===== src/rtl/mux_en_sync_pkg.sv =====
// ----------------------------------------------------------------------------
// mux_en_sync_pkg : shared types and defaults for the MUX-enable synchronizer
// Rev 1.0
// ----------------------------------------------------------------------------
`default_nettype none

package mux_en_sync_pkg;

  typedef enum logic [1:0] {
    IDLE    = 2'd0,
    LOAD    = 2'd1,
    ASSERT  = 2'd2,
    RELEASE = 2'd3
  } launch_state_e;

  localparam int DEF_WIDTH       = 8;
  localparam int DEF_HOLD_CYCLES = 3;
  localparam int DEF_SYNC_STAGES = 2;

endpackage

`default_nettype wire


===== src/rtl/sync_bit.sv =====
// ----------------------------------------------------------------------------
// sync_bit : N-flop single-bit synchronizer, async active-low reset to 0
// Rev 1.0
// ----------------------------------------------------------------------------
`default_nettype none

module sync_bit #(
  parameter int STAGES = 2
) (
  input  logic clk,
  input  logic rst_n,
  input  logic d,
  output logic q
);

  logic [STAGES-1:0] sync_q;
  logic [STAGES-1:0] sync_d;

  always_comb begin
    sync_d = {sync_q[STAGES-2:0], d};
  end

  always_ff @(posedge clk or negedge rst_n) begin
    if (!rst_n) begin
      sync_q <= '0;
    end else begin
      sync_q <= sync_d;
    end
  end

  assign q = sync_q[STAGES-1];

endmodule

`default_nettype wire


===== src/rtl/mux_en_src_launch.sv =====
// ----------------------------------------------------------------------------
// mux_en_src_launch : clk1 launch stage holding data stable under a 4-phase en/ack
// Rev 1.0
// ----------------------------------------------------------------------------
`default_nettype none

module mux_en_src_launch
  import mux_en_sync_pkg::*;
#(
  parameter int width       = DEF_WIDTH,
  parameter int HOLD_CYCLES = DEF_HOLD_CYCLES,
  parameter int SYNC_STAGES = DEF_SYNC_STAGES
) (
  input  logic             clk1,
  input  logic             rst_n,
  input  logic             in_valid,
  input  logic [width-1:0] in_data,
  output logic             in_ready,
  output logic [width-1:0] data_out,
  output logic             en_out,
  input  logic             ack_in,
  output logic             busy
);

  localparam int               CNT_W    = $clog2(HOLD_CYCLES + 1);
  localparam logic [CNT_W-1:0] CNT_LAST = CNT_W'(HOLD_CYCLES - 1);

  launch_state_e    state_q, state_d;
  logic [CNT_W-1:0] cnt_q, cnt_d;
  logic [width-1:0] data_q, data_d;
  logic             en_q, en_d;
  logic             ready_q, ready_d;
  logic             busy_q, busy_d;
  logic             ack_s;

  sync_bit #(
    .STAGES (SYNC_STAGES)
  ) u_ack_sync (
    .clk   (clk1),
    .rst_n (rst_n),
    .d     (ack_in),
    .q     (ack_s)
  );

  always_comb begin
    state_d = state_q;
    cnt_d   = cnt_q;
    data_d  = data_q;
    en_d    = en_q;
    ready_d = ready_q;
    busy_d  = busy_q;
    case (state_q)
      IDLE: begin
        if (in_valid && ready_q) begin
          data_d  = in_data;
          ready_d = 1'b0;
          busy_d  = 1'b1;
          state_d = LOAD;
        end else begin
          // a stale ack from the previous word blocks new launches
          ready_d = ~ack_s;
        end
      end
      LOAD: begin
        en_d    = 1'b1;
        cnt_d   = '0;
        state_d = ASSERT;
      end
      ASSERT: begin
        if (cnt_q == CNT_LAST) begin
          if (ack_s) begin
            en_d    = 1'b0;
            state_d = RELEASE;
          end
        end else begin
          cnt_d = cnt_q + CNT_W'(1);
        end
      end
      RELEASE: begin
        if (!ack_s) begin
          busy_d  = 1'b0;
          ready_d = 1'b1;
          state_d = IDLE;
        end
      end
      default: begin
        state_d = IDLE;
      end
    endcase
  end

  always_ff @(posedge clk1 or negedge rst_n) begin
    if (!rst_n) begin
      state_q <= IDLE;
      cnt_q   <= '0;
      data_q  <= '0;
      en_q    <= 1'b0;
      ready_q <= 1'b0;
      busy_q  <= 1'b0;
    end else begin
      state_q <= state_d;
      cnt_q   <= cnt_d;
      data_q  <= data_d;
      en_q    <= en_d;
      ready_q <= ready_d;
      busy_q  <= busy_d;
    end
  end

  assign in_ready = ready_q;
  assign data_out = data_q;
  assign en_out   = en_q;
  assign busy     = busy_q;

endmodule

`default_nettype wire

===== config.mk =====
export PLATFORM = sky130hd
export DESIGN_NAME = mux_en_src_launch
export DESIGN_NICKNAME = d
export VERILOG_FILES = /design/src/rtl/mux_en_sync_pkg.sv /design/src/rtl/sync_bit.sv /design/src/rtl/mux_en_src_launch.sv
export SDC_FILE = /design/constraint.sdc
export NUM_CORES = 1
export LEC_CHECK = 0
export ABC_CLOCK_PERIOD_IN_PS = 1600
export CORE_MARGIN = 5
export CORE_UTILIZATION = 41
export CTS_CLUSTER_SIZE = 10
export DETAILED_ROUTE_END_ITERATION = 8
export GPL_TIMING_DRIVEN = 0
export HOLD_SLACK_MARGIN = 0.1
export PLACE_DENSITY = 0.73
export SETUP_SLACK_MARGIN = 0.2
export SYNTH_ARGS = -nofsm -noshare
export SYNTH_HDL_FRONTEND = slang
export SYNTH_SLANG_ARGS = --single-unit

===== constraint.sdc =====
create_clock -name clk1 -period 1.6 [get_ports clk1]
set_clock_uncertainty 0.15 [all_clocks]
set_input_delay 0.32 -clock clk1 [delete_from_list [all_inputs] [get_ports clk1]]
set_output_delay 0.32 -clock clk1 [all_outputs]
set_load 0.1 [all_outputs]

==> metrics <==
R2R setup slack=-0.05 ns; Avg Vias per Cell=between 4 and 5; die height=about 54 um; outcome=finished, violations left; ANT cells=0; CTS Buffer Depth=2; io pins=23; largest net degree at the start of global routing=18; fin crit period=1.65 ns; crit path capture type=flop; Die X=54.3 um; DR iter-0 viols=8; Worst-Margin Slew=roughly 0.77 ns; synth-to-layout area growth=79.0%; pre-CTS setup slack=-0.451 ns; synthesized area per cell=13.4 um2; DR pass1 iterations=3; buffers added on ports=22; fin crit share=103%; clock latency on the worst-skew pair=roughly 0.3 ns; crit path max fanout=5; CTS root buffer=clkbuf_4; core area=0.00192 mm2; Post-Syn Area=approximately 800 um2; Final GP Congestion=0.727; post-DP HPWL=~1100 um; WL final=2100 um; fmax=just over 600 MHz; RSZ-0062 raised after global routing=yes; Rows=16; die area=between 0.002 and 0.003 mm2; Total Nets Final=120; Final Hold Viols=0; Hold Crit Class=flop to flop; GRT Overall Usage=13.9%; vias in the first global route=roughly 620; kind of critical path=flop to flop; share of layout cells above drive strength 1=between 50 and 60%; max_cap viols=0; sequential share of the synthesized area=between 50% and 60%; hold_ws=0.212 ns; Vias=610; Yosys reg bits=17; first-pass GRT wire length=2840 um; Rel. slew slack=between 40% and 50%; YS warnings=0; clock transition at the registers of the reported paths=around 0.10 ns; Worst Path Required=around 1.7 ns; CTS tree=built; # setup viols final=10; Net Count, Synth=between 70 and 80; Worst EP arrival=about 1.7 ns; max-slew violation count=0; Yosys cell types=19; Initial Util=a little over two fifths; Num CTS Buffers=3; failing checks=setup timing; wire per inst=16.5 um; Syn Inst Count=60; Residual DRC=0; cts hold-fix bufs=0; Antenna Violating Nets Remaining=0; Setup WS post-layout=-0.0506 ns; TritonCTS Sinks=17; initial antenna violation count=0; crit start category=flop; H-tree level count=1; GR Overflow Total=0
-- flip-flops by register name, summed over array words and instances (netlist names) --
register	cells
en_out	1
state_q	2
cnt_q	2
busy	1
data_out	8
u_ack_sync.sync_q	2
in_ready	1
-- path summary, 6_finish.rpt --
path                                 startpoint              endpoint  depth (start not counted)
setup reg to reg                     state_q[1]              cnt_q[1]                          5
setup / recovery                     state_q[1]              cnt_q[1]                          5
hold reg to reg            u_ack_sync.sync_q[0]  u_ack_sync.sync_q[1]                          0
max in group asynchronous                 rst_n              in_ready                          1
min in group asynchronous                 rst_n                en_out                          1
hold / removal             u_ack_sync.sync_q[0]  u_ack_sync.sync_q[1]                          0
-- area by class of cell --
class	count	area, um2
fill	126	484
tap	27	33.8
clock buffer	3	22.5
timing repair buffer	36	447
clock inverter	1	5.00
inverter	6	22.5
sequential	17	430
multi-input combinational	37	477
-- cells by family (layout without fill, tap and decap cells) --
| logic type | count (synthesis) | in the layout | share of synthesized area [%] |
|---|---|---|---|
| compound gates | 10 | 10 | 9.66 |
| fa+ha+maj | 7 | 7 | 10.9 |
| buf+inv | 6 | 46 | 2.80 |
| flops | 17 | 17 | 53.0 |
| mux | 14 | 14 | 19.2 |
| simple gates | 6 | 6 | 4.52 |
-- cells in the mapped netlist (all sizes together) --
master  instances  area (um2)
dfrtp          17         425
mux2           11         124
ha              7        87.6
inv             6        22.5
mux2i           3        30.0
o21ai           3        15.0
a21oi           2        10.0
nand2           2        10.0
a211oi          1        7.51
a21boi          1        11.3
a221oi          1        15.0
a22o            1        8.76
nand3           1        10.0
nor2            1        3.75
nor2b           1        6.26
o32a            1        10.0
or2             1        6.26
-- what timing repair did --
action                                 4_1_cts  5_1_grt
setup endpoints to repair                   26       26
pin swaps                                    4        2
setup buffers                               10        4
gates resized for setup                     95       25
endpoints found under the hold margin        0        0
-- cells in the final DEF, fill, tap and decap left out, types with 3 or more instances in the layout --
cell,n
inv_1,3
mux2_4,11
inv_2,3
buf_12,11
buf_4,12
dfrtp_1,15
clkdlybuf4s50_1,11
clkbuf_4,3
ha_2,4
mux2i_1,3
-- worst max-delay path, cell delays in order (launching register included) --
cell and delay (ns):
dfrtp_2 0.45, inv_2 0.07, buf_4 0.13, ha_2 0.16
mux2_4 0.28, mux2_4 0.29
-- metal layers --
metal | global-route usage, % | share of wire [%] | wire length, um | vias up
li1 | - | - | - | 288
met1 | 15.8 | 37 | 782 | 304
met2 | 23.9 | 57 | 1190 | 12
met3 | 3.27 | 3.8 | 79 | 6
met4 | 7.47 | 2.4 | 51 | 0
met5 | 0 | 0 | 0 | -
-- per-stage QoR --
stage,instances,instance area (um2),util (%),setup TNS [ns]
after floorplan,60,853,-,-0.0109
after global placement,109,1110,57.6,-4.69
after detailed placement,109,1110,57.6,-4.93
after CTS,123,1310,68.1,-0.0561
after global routing,127,1440,74.8,-1.10
final,127,1440,74.8,-0.277
Power is left out: the tool's default activity adds up to more than one toggle a clock period on the data nets, which glitch-free logic cannot reach.
==> edit 1, RTL diff (same settings) <==
The 4 states of `launch_state_e` get a one-hot encoding in 4 bits.
--- a/src/rtl/mux_en_sync_pkg.sv
+++ b/src/rtl/mux_en_sync_pkg.sv
@@ -7,9 +7,9 @@
 package mux_en_sync_pkg;
 
-  typedef enum logic [1:0] {
-    IDLE    = 2'd0,
-    LOAD    = 2'd1,
-    ASSERT  = 2'd2,
-    RELEASE = 2'd3
+  typedef enum logic [3:0] {
+    IDLE    = 4'b0001,
+    LOAD    = 4'b0010,
+    ASSERT  = 4'b0100,
+    RELEASE = 4'b1000
   } launch_state_e;
 
Formal check against the unedited RTL: no difference found for any inputs over 10 cycles, from zero or initial values and one cycle with rst_n low; not proved beyond that.
==> edit 1 against the original RTL <==
- sequential cell count increased by 2
- setup slack got worse by 240 ps
- the run ends with negative hold slack, negative setup slack left
- utilization decreased by 4.6 points
- count of clock-buffer cells in the layout increased by 1
- die area decreased by 0.88%
- non-clock buffer count decreased by 7
- largest cell class is now sequential cells
- routed wire length decreased by 12%
- synthesized area decreased by 1.1%
- final area decreased by 7.1%
Power is not shown: default switching activity piles up to over one toggle a cycle in this logic, so the estimate is an artifact.
==> edit 1: results <==
synthesis:
  synthMuxAreaShare: 0.1512
  synth_compound_area_frac: 0.06929
  synth_nets: 71
  synthAdderAreaFrac: 0.01575
final_layout:
  multi_input_area_share: 0.2980
  nNonClkBuffers: 29
  inverters: 3
  drive_above_1_share: 0.5000
  fillers: 149
global_routing:
  use_met2: 0.2238
  grt_usage: 0.1436
drt:
  route.layer.met1.wl_um: 746
  dr_wl_met3_um: 132
  viasPerCell: 5.143
  drt_iter0_markers: 7
timing:
  relSlewSlack: 0.4335
  finalHoldViolCount: 18
  setup_viol: 9
  whs_ps: -33.93
  fin_ws_ps: -293.2
place:
  dpl.hpwl_um: 1081
critical_path:
  cpPeakStageDelay_ps: 560
  slowest_stage: "dfstp_2"
status:
  run_status: "finished, violations left"
  violations: "negative hold slack, negative setup slack"
hold_path:
  hp-class: "primary input to async pin"
## edit 1: repair_timing
item | CTS | global route
endpoints found under the hold margin | 0 | 18
gates resized for setup | 94 | 29
setup endpoints to repair | 27 | 30
pin swaps | 6 | 2
setup buffers | 4 | 3
gates cloned | 1 | 0
## edit 1: worst paths after layout
| kind | from | endpoint | slack (ps) |
|---|---|---|---|
| min reg2reg | u_ack_sync.sync_q[0]$_DFF_PN0_ | u_ack_sync.sync_q[1]$_DFF_PN0_ | 220 |
| max in group asynchronous | rst_n | state_q[3]$_DFFE_PN0P_ | 760 |
| min in group clk1 | u_ack_sync.sync_q[0]$_DFF_PN0_ | u_ack_sync.sync_q[1]$_DFF_PN0_ | 220 |
| max | state_q[0]$_DFFE_PN1P_ | data_out[1]$_DFFE_PN0P_ | -290 |
| max reg2reg | state_q[0]$_DFFE_PN1P_ | data_out[1]$_DFFE_PN0P_ | -290 |
| min | rst_n | in_ready$_DFFE_PN0P_ | -30 |
==> edit 2, RTL diff (same flow settings) <==
Without the edit above. Set the package constant `DEF_HOLD_CYCLES` to 6 (it was 3).
--- a/src/rtl/mux_en_sync_pkg.sv
+++ b/src/rtl/mux_en_sync_pkg.sv
@@ -15,5 +15,5 @@
 
   localparam int DEF_WIDTH       = 8;
-  localparam int DEF_HOLD_CYCLES = 3;
+  localparam int DEF_HOLD_CYCLES = 6;
   localparam int DEF_SYNC_STAGES = 2;
 
Behaviour: not the same (a bounded check fails within 10 cycles, from zero or initial values and one cycle with rst_n low).
==> edit 2 against the original RTL <==
- the flow finishes with violations (negative hold slack, negative setup slack)
- utilization fell by 4.3 points
- setup slack got worse by 120 ps
- final area fell by 3.7%
- sequential cell count rose by 1
- largest cell class is now sequential cells
- final cell count rose by 0.79%
- non-clock buffer count fell by 5
- synthesized area rose by 4.4%
- first-iteration DRC count did not move
- routed wire length fell by 4.5%
Power is left out: the tool's default activity adds up to more than one toggle a clock period on the data nets, which glitch-free logic cannot reach.
==> edit 2: results <==
timing:
  tightestPinTransition_ps: 804.3
  fin_ws_ps: -174.0
  setup_viol: 1
  whs_ps: -71.45
  finalHoldViolCount: 18
final_layout:
  seq_cell_count: 18
  multi_input_area_share: 0.3156
  finalNonFillerCells: 128
  nNonClkBuffers: 31
  nNetsFinal: 121
  drive_above_1_share: 0.4851
  clk_share: 0.02622
  clkbuf_count: 4
  fillers: 156
  area_share_nonclk_buffers: 0.2875
drt:
  routedWlPerCell_um: 15.68
  dr_wl_met3_um: 90
  vias: 660
  dr.pass1.iters: 4
  route.layer.met1.wl_um: 731
critical_path:
  cp.arrival_ps: 1820
  cpPeakStageDelay_ps: 410
  worstPathMaxFanout: 3
  crit_family: "flip-flops"
  crit_start: "state_q[0]$_DFFE_PN0P_"
  r2r_cells: 6
  r2r_end: "state_q[1]$_DFFE_PN0P_"
global_routing:
  use_met2: 0.1993
  grt_usage: 0.1216
  met1_usage: 0.1376
  grt_pass1_vias: 617
place:
  place_area_um2: 1125
  gp_congestion: 0.6899
  pre_cts_slack_ps: -453.5
  dpl.hpwl_um: 1220
hold_path:
  hp-class: "primary input to async pin"
synthesis:
  synth_nets: 86
  synth_top_cells_by_area: "dfrtp_1 (54%), mux2_2 (11%), ha_1 (10%), o21ai_0 (3.6%), inv_1 (2.7%)"
  synth_cell_type_count: 21
  synthTopCellsByCount: "dfrtp_1 (18), mux2_2 (8), ha_1 (7)"
status:
  run_status: "finished, violations left"
  violations: "negative hold slack, negative setup slack"
edit 2: per-stage QoR:
step | utilization | hold WS, ps
after global placement | 0.5733 | 187.6
after detailed placement | 0.5733 | 188.0
after floorplan | - | -125.6
after CTS | 0.6301 | 221.7
after global routing | 0.7054 | 0.5431
final | 0.7054 | -71.45
edit 2: kinds of logic (layout without fill, tap and decap cells):
kind of cell / Yosys count / count (layout) / share of synthesized area
buffers and inverters: 7 / 41 / 0.04030
multiplexers: 10 / 10 / 0.1328
AND/OR/NAND/NOR: 10 / 10 / 0.06418
adder cells (fa/ha/maj): 7 / 7 / 0.1045
XOR/XNOR: 1 / 1 / 0.01045
flip-flops: 18 / 18 / 0.5373
AO/OA/AOI/OAI: 14 / 14 / 0.1105
edit 2: timing repair:
action,4_1_cts,5_1_grt
resized for setup,87,27
pin swaps,1,4
setup buffers,3,5
hold endpoints to repair,0,18
endpoints found under the setup margin,22,26
